===== src/rtl/decode_stage_if.sv =====
// Fetch-to-execute bundle around the decode stage: the request side carries {pc, inst},
// the response side carries the decoded head entry.
interface decode_stage_if #(
  parameter int XLEN = 32,
  parameter int PC_W = 32
);
  // Both sides: a transfer happens on a rising clk edge where valid & ready are both high.
  // A producer holding valid must keep its payload stable until that edge, and the
  // consumer's ready may not depend combinationally on valid.
  logic            in_valid;
  logic            in_ready;
  logic [PC_W-1:0] in_pc;
  logic [31:0]     in_inst;

  logic            out_valid;
  logic            out_ready;
  logic [PC_W-1:0] out_pc;
  logic [6:0]      out_opcode;
  logic [4:0]      out_rd;
  logic [4:0]      out_rs1;
  logic [4:0]      out_rs2;
  logic [2:0]      out_funct3;
  logic [6:0]      out_funct7;
  logic [XLEN-1:0] out_imm;
  logic [5:0]      out_fmt;
  logic            out_illegal;

  modport master (
    output in_valid, in_pc, in_inst, out_ready,
    input  in_ready, out_valid, out_pc, out_opcode, out_rd, out_rs1, out_rs2,
           out_funct3, out_funct7, out_imm, out_fmt, out_illegal
  );

  modport slave (
    input  in_valid, in_pc, in_inst, out_ready,
    output in_ready, out_valid, out_pc, out_opcode, out_rd, out_rs1, out_rs2,
           out_funct3, out_funct7, out_imm, out_fmt, out_illegal
  );
endinterface


===== src/rtl/decode_stage.sv =====
// RV32I(+M) decode stage: combinational decode captured into a 2-entry FIFO skid buffer
// so fetch sees full throughput while execute applies backpressure.
module decode_stage #(
  parameter int XLEN      = 32,
  parameter int PC_W      = 32,
  parameter int SUPPORT_M = 1
) (
  input  logic         clk,
  input  logic         rst_n,
  input  logic         flush,
  decode_stage_if.slave bus,
  output logic [1:0]   state_dbg
);
  localparam int F_R = 0, F_I = 1, F_S = 2, F_B = 3, F_U = 4, F_J = 5;

  typedef struct packed {
    logic [PC_W-1:0] pc;
    logic [6:0]      opcode;
    logic [4:0]      rd;
    logic [4:0]      rs1;
    logic [4:0]      rs2;
    logic [2:0]      funct3;
    logic [6:0]      funct7;
    logic [XLEN-1:0] imm;
    logic [5:0]      fmt;
    logic            illegal;
  } entry_t;

  typedef enum logic [1:0] {EMPTY = 2'd0, ONE = 2'd1, FULL = 2'd2} state_t;

  state_t      state, state_nx;
  entry_t      head, tail, dec;
  logic [31:0] inst;
  logic [6:0]  op, f7;
  logic [2:0]  f3;
  logic [5:0]  fmt;
  logic        bad;
  logic        accept, pop, load_head, load_tail, shift;

  assign inst = bus.in_inst;
  assign op   = inst[6:0];
  assign f3   = inst[14:12];
  assign f7   = inst[31:25];

  always_comb begin
    fmt = '0;
    case (op)
      7'h33:                             fmt[F_R] = 1'b1;
      7'h67, 7'h03, 7'h13, 7'h0F, 7'h73: fmt[F_I] = 1'b1;
      7'h23:                             fmt[F_S] = 1'b1;
      7'h63:                             fmt[F_B] = 1'b1;
      7'h37, 7'h17:                      fmt[F_U] = 1'b1;
      7'h6F:                             fmt[F_J] = 1'b1;
      default:                           fmt      = '0;
    endcase
  end

  // An unknown opcode (including inst[1:0] != 2'b11) leaves fmt all-zero, which alone is illegal.
  always_comb begin
    bad = 1'b0;
    case (op)
      7'h63:   bad = (f3 == 3'b010) || (f3 == 3'b011);
      7'h03:   bad = (f3 == 3'b011) || (f3 == 3'b110) || (f3 == 3'b111);
      7'h23:   bad = (f3 > 3'b010);
      7'h67:   bad = (f3 != 3'b000);
      7'h33:   bad = !((f7 == 7'b0000000) ||
                       ((f7 == 7'b0100000) && ((f3 == 3'b000) || (f3 == 3'b101))) ||
                       ((SUPPORT_M != 0) && (f7 == 7'b0000001)));
      default: bad = (fmt == 6'b000000);
    endcase
  end

  always_comb begin
    dec         = '0;
    dec.pc      = bus.in_pc;
    dec.opcode  = op;
    dec.fmt     = fmt;
    dec.illegal = bad;
    dec.rd      = (fmt[F_S] || fmt[F_B]) ? 5'd0 : inst[11:7];
    dec.rs1     = (fmt[F_U] || fmt[F_J]) ? 5'd0 : inst[19:15];
    dec.rs2     = (fmt[F_R] || fmt[F_B] || fmt[F_S]) ? inst[24:20] : 5'd0;
    dec.funct3  = (fmt[F_U] || fmt[F_J]) ? 3'd0 : f3;
    dec.funct7  = fmt[F_R] ? f7 : 7'd0;
    if (fmt[F_I])      dec.imm = XLEN'($signed(inst[31:20]));
    else if (fmt[F_S]) dec.imm = XLEN'($signed({inst[31:25], inst[11:7]}));
    else if (fmt[F_B]) dec.imm = XLEN'($signed({inst[31], inst[7], inst[30:25], inst[11:8], 1'b0}));
    else if (fmt[F_U]) dec.imm = XLEN'($signed({inst[31:12], 12'b0}));
    else if (fmt[F_J]) dec.imm = XLEN'($signed({inst[31], inst[19:12], inst[20], inst[30:21], 1'b0}));
    else               dec.imm = '0;
  end

  assign accept = bus.in_valid && (state != FULL) && !flush;
  assign pop    = (state != EMPTY) && bus.out_ready;

  always_ff @(posedge clk or negedge rst_n) begin
    if (!rst_n) state <= EMPTY;
    else        state <= state_nx;
  end

  always_comb begin
    state_nx  = state;
    load_head = 1'b0;
    load_tail = 1'b0;
    shift     = 1'b0;
    if (flush) begin
      state_nx = EMPTY;
    end else begin
      case (state)
        EMPTY: if (accept) begin
          load_head = 1'b1;
          state_nx  = ONE;
        end
        ONE: begin
          if (accept && pop) begin
            load_head = 1'b1;
          end else if (accept) begin
            load_tail = 1'b1;
            state_nx  = FULL;
          end else if (pop) begin
            state_nx = EMPTY;
          end
        end
        FULL: if (pop) begin
          shift    = 1'b1;
          state_nx = ONE;
        end
        default: state_nx = EMPTY;
      endcase
    end
  end

  always_ff @(posedge clk or negedge rst_n) begin
    if (!rst_n) begin
      head <= '0;
      tail <= '0;
    end else begin
      if (load_head)  head <= dec;
      else if (shift) head <= tail;
      if (load_tail)  tail <= dec;
    end
  end

  assign bus.in_ready    = (state != FULL);
  assign bus.out_valid   = (state != EMPTY);
  assign bus.out_pc      = head.pc;
  assign bus.out_opcode  = head.opcode;
  assign bus.out_rd      = head.rd;
  assign bus.out_rs1     = head.rs1;
  assign bus.out_rs2     = head.rs2;
  assign bus.out_funct3  = head.funct3;
  assign bus.out_funct7  = head.funct7;
  assign bus.out_imm     = head.imm;
  assign bus.out_fmt     = head.fmt;
  assign bus.out_illegal = head.illegal;
  assign state_dbg       = state;
endmodule


===== src/flat_wrapper.sv =====
// flat-port wrapper written by rule: the top's interface ports become plain ports
module decode_stage_flat 
#(
  parameter int XLEN      = 32,
  parameter int PC_W      = 32,
  parameter int SUPPORT_M = 1
)
  (clk, rst_n, flush, state_dbg, bus_in_valid, bus_in_pc, bus_in_inst, bus_out_ready, bus_in_ready, bus_out_valid, bus_out_pc, bus_out_opcode, bus_out_rd, bus_out_rs1, bus_out_rs2, bus_out_funct3, bus_out_funct7, bus_out_imm, bus_out_fmt, bus_out_illegal);
  decode_stage_if #(.XLEN(XLEN), .PC_W(PC_W)) bus_i ();
  input  logic clk;
  input  logic rst_n;
  input  logic flush;
  output logic [1:0] state_dbg;
  input wire logic [$bits(bus_i.in_valid)-1:0] bus_in_valid;
  input wire logic [$bits(bus_i.in_pc)-1:0] bus_in_pc;
  input wire logic [$bits(bus_i.in_inst)-1:0] bus_in_inst;
  input wire logic [$bits(bus_i.out_ready)-1:0] bus_out_ready;
  output wire logic [$bits(bus_i.in_ready)-1:0] bus_in_ready;
  output wire logic [$bits(bus_i.out_valid)-1:0] bus_out_valid;
  output wire logic [$bits(bus_i.out_pc)-1:0] bus_out_pc;
  output wire logic [$bits(bus_i.out_opcode)-1:0] bus_out_opcode;
  output wire logic [$bits(bus_i.out_rd)-1:0] bus_out_rd;
  output wire logic [$bits(bus_i.out_rs1)-1:0] bus_out_rs1;
  output wire logic [$bits(bus_i.out_rs2)-1:0] bus_out_rs2;
  output wire logic [$bits(bus_i.out_funct3)-1:0] bus_out_funct3;
  output wire logic [$bits(bus_i.out_funct7)-1:0] bus_out_funct7;
  output wire logic [$bits(bus_i.out_imm)-1:0] bus_out_imm;
  output wire logic [$bits(bus_i.out_fmt)-1:0] bus_out_fmt;
  output wire logic [$bits(bus_i.out_illegal)-1:0] bus_out_illegal;
  assign bus_i.in_valid = bus_in_valid;
  assign bus_i.in_pc = bus_in_pc;
  assign bus_i.in_inst = bus_in_inst;
  assign bus_i.out_ready = bus_out_ready;
  assign bus_in_ready = bus_i.in_ready;
  assign bus_out_valid = bus_i.out_valid;
  assign bus_out_pc = bus_i.out_pc;
  assign bus_out_opcode = bus_i.out_opcode;
  assign bus_out_rd = bus_i.out_rd;
  assign bus_out_rs1 = bus_i.out_rs1;
  assign bus_out_rs2 = bus_i.out_rs2;
  assign bus_out_funct3 = bus_i.out_funct3;
  assign bus_out_funct7 = bus_i.out_funct7;
  assign bus_out_imm = bus_i.out_imm;
  assign bus_out_fmt = bus_i.out_fmt;
  assign bus_out_illegal = bus_i.out_illegal;
  decode_stage #(.XLEN(XLEN), .PC_W(PC_W), .SUPPORT_M(SUPPORT_M)) u_core (.clk(clk), .rst_n(rst_n), .flush(flush), .bus(bus_i), .state_dbg(state_dbg));
endmodule

===== config.mk =====
export PLATFORM = sky130hd
export DESIGN_NAME = decode_stage_flat
export DESIGN_NICKNAME = d
export VERILOG_FILES = /design/src/rtl/decode_stage_if.sv /design/src/rtl/decode_stage.sv /design/src/flat_wrapper.sv
export SDC_FILE = /design/constraint.sdc
export NUM_CORES = 1
export LEC_CHECK = 0
export CAP_MARGIN = 20
export CORE_MARGIN = 2
export CORE_UTILIZATION = 50
export CTS_BUF_LIST = sky130_fd_sc_hd__clkbuf_4 sky130_fd_sc_hd__clkbuf_8
export CTS_CLUSTER_SIZE = 20
export DETAILED_ROUTE_END_ITERATION = 7
export GPL_ROUTABILITY_DRIVEN = 1
export PLACE_DENSITY = 0.79
export SLEW_MARGIN = 20
export SYNTH_ARGS = -nofsm -noshare
export SYNTH_HDL_FRONTEND = slang
export SYNTH_SLANG_ARGS = --single-unit

===== constraint.sdc =====
create_clock -name clk -period 2.2 [get_ports clk]
set_clock_uncertainty 0.1 [all_clocks]
set_input_delay 0.44 -clock clk [delete_from_list [all_inputs] [get_ports clk]]
set_output_delay 0.44 -clock clk [all_outputs]
set_load 0.01 [all_outputs]

==> results of run 1 <==
-- Yosys cell counts (all sizes together) (2+ instances only) --
cell,instances,area (µm²)
nand3,32,160
and2,2,12.5
a2111oi,2,55.1
o211ai,2,15.0
clkbuf,35,133
nor2,26,103
o22ai,5,31.3
nor3b,2,15.0
buf,30,159
a22o,38,333
nor4,2,12.5
nand4,8,50.1
nand2b,3,18.8
nor2b,4,27.5
inv,9,33.8
a21oi,21,105
nand2,256,961
and3,15,93.8
nor3,7,50.1
a221o,27,270
o21ai,32,160
dfrtp,208,5200
or2,3,18.8
or3,5,31.3
a222oi,5,50.1
a22oi,61,458
o31ai,4,30.0
a21o,16,120
nand3b,3,22.5
-- through the flow --
stage	power, mW	instance area [µm²]	setup slack, ps	utilization	setup TNS, ps
floorplan	5.35	8870	267	-	0
CTS	10.1	12400	67.8	0.715	0
global placement	6.29	11600	-279	0.670	-28060
finish	10.0	12400	107	0.716	0
global route	10.5	12400	4.52	0.716	0
detailed placement	6.36	11600	-350	0.670	-34020
-- area by class of cell --
class | instances | area (µm²) | area share
inverter | 9 | 33.8 | 0.00273
clock buffer | 54 | 693 | 0.0560
timing repair buffer | 273 | 2700 | 0.218
sequential | 208 | 5200 | 0.420
clock inverter | 4 | 70.1 | 0.00566
multi-input combinational | 597 | 3390 | 0.274
tap | 225 | 282 | 0.0227
-- kinds of logic after synthesis --
kind of cell	count (synthesis)	synth area share
AO/OA/AOI/OAI	222	0.192
XOR/XNOR	2	0.00197
adder cells (fa/ha/maj)	1	0.00113
buffers and inverters	74	0.0367
flip-flops	208	0.586
multiplexers	2	0.00240
AND/OR/NAND/NOR	370	0.179
-- what timing repair did --
action,in CTS,in global routing
endpoints found under the setup margin,2,10
resized for setup,3,4
endpoints found under the hold margin,54,0
setup buffers,1,0
hold buffers,1,0
-- power groups by stage --
stage                     Combinational [mW]  Sequential (mW)  Clock, mW
after global routing                    1.83             4.71       3.94
after CTS                               1.67             4.65       3.77
after floorplan                        0.613             4.73          0
after detailed placement                1.65             4.70          0
after global placement                  1.61             4.68          0
final                                   1.65             4.65       3.69
-- state kept, by name (all words and copies together) (netlist names) --
name and count:
u_core.bus.out_rd 5, u_core.bus.out_imm 32, u_core.bus.out_fmt 6, u_core.state_dbg 2, u_core.bus.out_illegal 1, u_core.bus.out_pc 32, u_core.bus.out_rs2 5, u_core.bus.out_rs1 5
u_core.bus.out_funct7 7, u_core.bus.out_opcode 7, u_core.bus.out_funct3 3, u_core.tail 103
-- worst paths after layout --
path                                             from                        to  slack [ps]  cells after the start
worst max-delay path              u_core.state_dbg[1]  u_core.bus.out_funct7[0]         110                      5
worst min-delay path            u_core.bus.out_pc[15]     u_core.bus.out_pc[15]         370                      2
worst max register to register    u_core.state_dbg[1]  u_core.bus.out_funct7[0]         110                      5
worst min register to register  u_core.bus.out_pc[15]     u_core.bus.out_pc[15]         370                      2
max in group asynchronous                       rst_n           u_core.tail[81]         960                      3
min in group asynchronous                       rst_n     u_core.bus.out_imm[8]         380                      2
-- per-layer routing --
| layer | GRT usage | up-vias |
|---|---|---|
| met3 | 0.0596 | 38 |
| met5 | 0 | - |
| li1 | - | 3617 |
| met2 | 0.418 | 313 |
| met4 | 0.0808 | 0 |
| met1 | 0.379 | 3892 |
-- worst reg2reg max path: cells and delay by family (launching register included) --
kind	cells	cell delay, ps
flip-flops	1	430
AND/OR/NAND/NOR	3	1050
buffers and inverters	1	260
AO/OA/AOI/OAI	1	210
==> impl_metrics.json, run 1 <==
{
  "status": "complete, no violations",
  "ys_seq_elements": 208,
  "synth_flop_cell": "dfrtp_1",
  "crit_arrival_ps": 2450,
  "mostFrequentLayoutCell": "nand2_1",
  "fillers": 1292,
  "max_slew_margin": 0.619,
  "overflow": 0,
  "drt-total-wl_um": 24800,
  "grt_max_degree": 61,
  "vdd_drop_max_mv": 0.561,
  "hold_violations": 0,
  "firstDrtPassIters": 5,
  "finalNonFillerCells": 1370,
  "setup-violations-final": 0,
  "synth.distinct_cells": 53,
  "clock_sinks": 208,
  "path_clk_slew_ps": 60,
  "wl_met1_um": 10600,
  "cpMaxStageDelayCell": "or3_1",
  "syn_nets": 948,
  "cts_root_buf": "clkbuf_8",
  "grt_pass1_wl_um": 39700,
  "syn_avg_cell_area_um2": 10.1,
  "area_growth_pct": 39.5,
  "max_freq_ghz": 0.478,
  "antenna_found_initial": 0,
  "grt.total_usage": 0.268,
  "netlist_instances": 879,
  "power_frac_clock": 0.369,
  "cts_tree": "yes",
  "clock_path_buffers": 3,
  "die-area_mm2": 0.0188,
  "ys_warn_count": 0,
  "antenna_left": 0,
  "route.top_layer_used": "met4",
  "met3_length_um": 1980,
  "leakagePower_nw": 5.98,
  "end_kind": "register",
  "power.internal_mw": 7.44,
  "final_cell_mix": "nand2_1 (256), dfrtp_1 (208), clkdlybuf4s50_1 (172), buf_4 (80), a22oi_1 (61)",
  "p_seq_frac": 0.465,
  "die_w_um": 137,
  "start_util": 0.513,
  "wl_met2_um": 11700,
  "p_comb_frac": 0.165,
  "nets": 1193,
  "rows": 48,
  "place.gp.congestion": 0.899,
  "dp_cells": 1310,
  "tightestPinTransition_ps": 570,
  "ys_seq_area_frac": 0.586,
  "rsz0062_at_grt": "no",
  "power-per-cell-area_mw_per_mm2": 808,
  "drc": 0,
  "final.min_clock_period_ps": 2090,
  "hold_class": "reg -> reg",
  "drive_gt1_frac": 0.152,
  "path_cells": "nand2b_1 -> or3_1 -> buf_4 -> nor2_2 -> a221o_1",
  "cp_top_family": "simple AND/OR/NAND/NOR gates",
  "numPortBuffers": 175,
  "syn_area_mm2": 0.00887,
  "clk_latency_ps": 510,
  "p_sw_frac": 0.255,
  "grt_pass1_vias": 7630,
  "async_flop_share": 1.00,
  "vias_per_cell": 5.74,
  "design.core.area_mm2": 0.0173,
  "dpl.hpwl_um": 17000,
  "cp_max_fo": 12,
  "drv_cap": 0,
  "slew_viol_final": 0,
  "p_sw_mw": 2.55,
  "wl_per_cell_um": 18.1,
  "synth-edff-count": 0,
  "period_share": 0.951,
  "critical_path_class": "reg -> reg",
  "htreeDepth": 2,
  "critPathRequiredTime_ps": 2550,
  "cp_slowest_stage_delay_ps": 540,
  "drt_iter0_markers": 656,
  "whs_ps": 372,
  "crit_buf_inv": 1,
  "cts_buffers": 35,
  "vias": 7860,
  "diodes": 0,
  "fp.dieH_um": 137,
  "startpoint_type": "register",
  "pin_count": 176
}
Note: power is estimated with default switching activity, not from simulation.
==> run 2, diff against run 1 <==
--- a/config.mk
+++ b/config.mk
@@ -13,6 +13,7 @@
 export DETAILED_ROUTE_END_ITERATION = 7
 export GPL_ROUTABILITY_DRIVEN = 1
 export PLACE_DENSITY = 0.79
+export RECOVER_POWER = 100
 export SLEW_MARGIN = 20
 export SYNTH_ARGS = -nofsm -noshare
 export SYNTH_HDL_FRONTEND = slang
==> impl_metrics.json, run 2 (synthesis gave the netlist of run 1 again) <==
{
  "status": "complete, no violations",
  "p_sw_frac": 0.256,
  "final.min_clock_period_ps": 2100,
  "critical_path_class": "in -> reg",
  "end_kind": "register",
  "area_growth_pct": 38.4,
  "clock_path_buffers": 3,
  "p_comb_frac": 0.158,
  "htreeDepth": 2,
  "mostFrequentLayoutCell": "nand2_1",
  "final_cell_mix": "nand2_1 (256), dfrtp_1 (208), dlygate4sd3_1 (106), buf_4 (72), clkdlybuf4s50_1 (67)",
  "grt_max_degree": 61,
  "period_share": 0.955,
  "design.core.area_mm2": 0.0173,
  "vdd_drop_max_mv": 0.549,
  "power.internal_mw": 7.36,
  "cp_top_family": "compound AO/OA/AOI/OAI gates",
  "slew_viol_final": 0,
  "power_frac_clock": 0.372,
  "clk_latency_ps": 510,
  "p_sw_mw": 2.53,
  "stdcell_area_mm2": 0.0123,
  "p_seq_frac": 0.469,
  "top_register": "u_core.tail",
  "place.gp.congestion": 0.899,
  "drt-total-wl_um": 24700,
  "diodes": 0,
  "critPathRequiredTime_ps": 2480,
  "wl_per_cell_um": 18.0,
  "leakagePower_nw": 6.19,
  "drive_gt1_frac": 0.151,
  "overflow": 0,
  "startpoint_type": "input port",
  "crit_arrival_ps": 2380,
  "path_clk_slew_ps": 50,
  "max_freq_ghz": 0.476,
  "hold_class": "reg -> reg",
  "cts_tree": "yes",
  "dpl.hpwl_um": 17000,
  "largest_register_ffs": 103,
  "cts_buffers": 35,
  "fillers": 1306,
  "finalNonFillerCells": 1370,
  "grt.total_usage": 0.268,
  "cp_max_fo": 11,
  "die_w_um": 137,
  "tightestPinTransition_ps": 1420,
  "pin_count": 176,
  "die-area_mm2": 0.0188,
  "dp_cells": 1310,
  "cts_root_buf": "clkbuf_8",
  "hold_violations": 0,
  "power-per-cell-area_mw_per_mm2": 805,
  "path_cells": "dlygate4sd3_1 -> and2_1 -> o21ai_0 -> a21oi_1 -> o211a_1 -> a221o_1",
  "rsz0062_at_grt": "no",
  "start_util": 0.513,
  "grt_pass1_wl_um": 39700,
  "drc": 0,
  "max_slew_margin": 0.0535,
  "nets": 1193,
  "cp_slowest_stage_delay_ps": 650,
  "rows": 48,
  "drt_iter0_markers": 613,
  "vias": 7874,
  "setup-violations-final": 0,
  "antenna_found_initial": 0,
  "vias_per_cell": 5.75,
  "firstDrtPassIters": 5,
  "cpMaxStageDelayCell": "dlygate4sd3_1",
  "grt_pass1_vias": 7630,
  "place_area_mm2": 0.0116,
  "antenna_left": 0,
  "clock_sinks": 208,
  "crit_buf_inv": 1,
  "fp.dieH_um": 137,
  "numPortBuffers": 175,
  "drv_cap": 0
}
[run 2: tightest hold or removal path, stage by stage, from the launching register on]
cell     delay [ps]
dfrtp_1         340
nand2_1          50
nand2_1          50
[run 2: stage by stage]
step	setup TNS, ps	hold slack [ps]	setup WS [ps]	power, mW	utilization
2_1_floorplan	0	44.4	267	5.35	-
3_3_place_gp	-28060	357	-279	6.29	0.670
3_5_place_dp	-34020	361	-350	6.36	0.670
4_1_cts	0	372	67.8	10.1	0.715
5_1_grt	0	392	5.19	10.4	0.710
6_report	0	366	99.2	9.89	0.710
[run 2: worst paths after layout]
| kind | from | endpoint | slack, ps | depth (start not counted) |
|---|---|---|---|---|
| max in group asynchronous | rst_n | u_core.tail[81] | 280 | 3 |
| min in group asynchronous | rst_n | u_core.bus.out_imm[8] | 710 | 2 |
| max reg2reg | u_core.state_dbg[1] | u_core.tail[42] | 140 | 5 |
| min | u_core.bus.out_pc[9] | u_core.bus.out_pc[9] | 370 | 2 |
| min reg2reg | u_core.bus.out_pc[9] | u_core.bus.out_pc[9] | 370 | 2 |
| max | bus_in_inst[6] | u_core.tail[34] | 100 | 6 |
[run 2: cell type report]
class	instances	area [µm²]	area share
Timing Repair Buffer	273	2640	0.215
Tap cell	225	282	0.0229
Multi-Input combinational cell	597	3370	0.274
Clock inverter	4	70.1	0.00570
Clock buffer	54	693	0.0564
Inverter	9	33.8	0.00275
Sequential cell	208	5200	0.424
[run 2: power groups by stage]
| stage | Clock (mW) | Sequential [mW] | Combinational (mW) |
|---|---|---|---|
| 6_report | 3.68 | 4.64 | 1.56 |
| 5_1_grt | 3.94 | 4.70 | 1.74 |
| 4_1_cts | 3.77 | 4.65 | 1.67 |
| 3_5_place_dp | 0 | 4.70 | 1.65 |
| 3_3_place_gp | 0 | 4.68 | 1.61 |
| 2_1_floorplan | 0 | 4.73 | 0.613 |
[run 2: repair_timing]
action	in CTS	in global routing
buffers inserted	1	0
setup endpoints to repair	2	10
gates resized for setup	3	4
hold buffers	1	0
endpoints found under the hold margin	54	0
[run 2: per-layer routing]
| metal | wire length (µm) | vias to the layer above | global-route usage |
|---|---|---|---|
| met1 | 10600 | 3912 | 0.379 |
| met4 | 460 | 0 | 0.0808 |
| met3 | 1870 | 41 | 0.0596 |
| li1 | - | 3617 | - |
| met5 | 0 | - | 0 |
| met2 | 11800 | 304 | 0.418 |
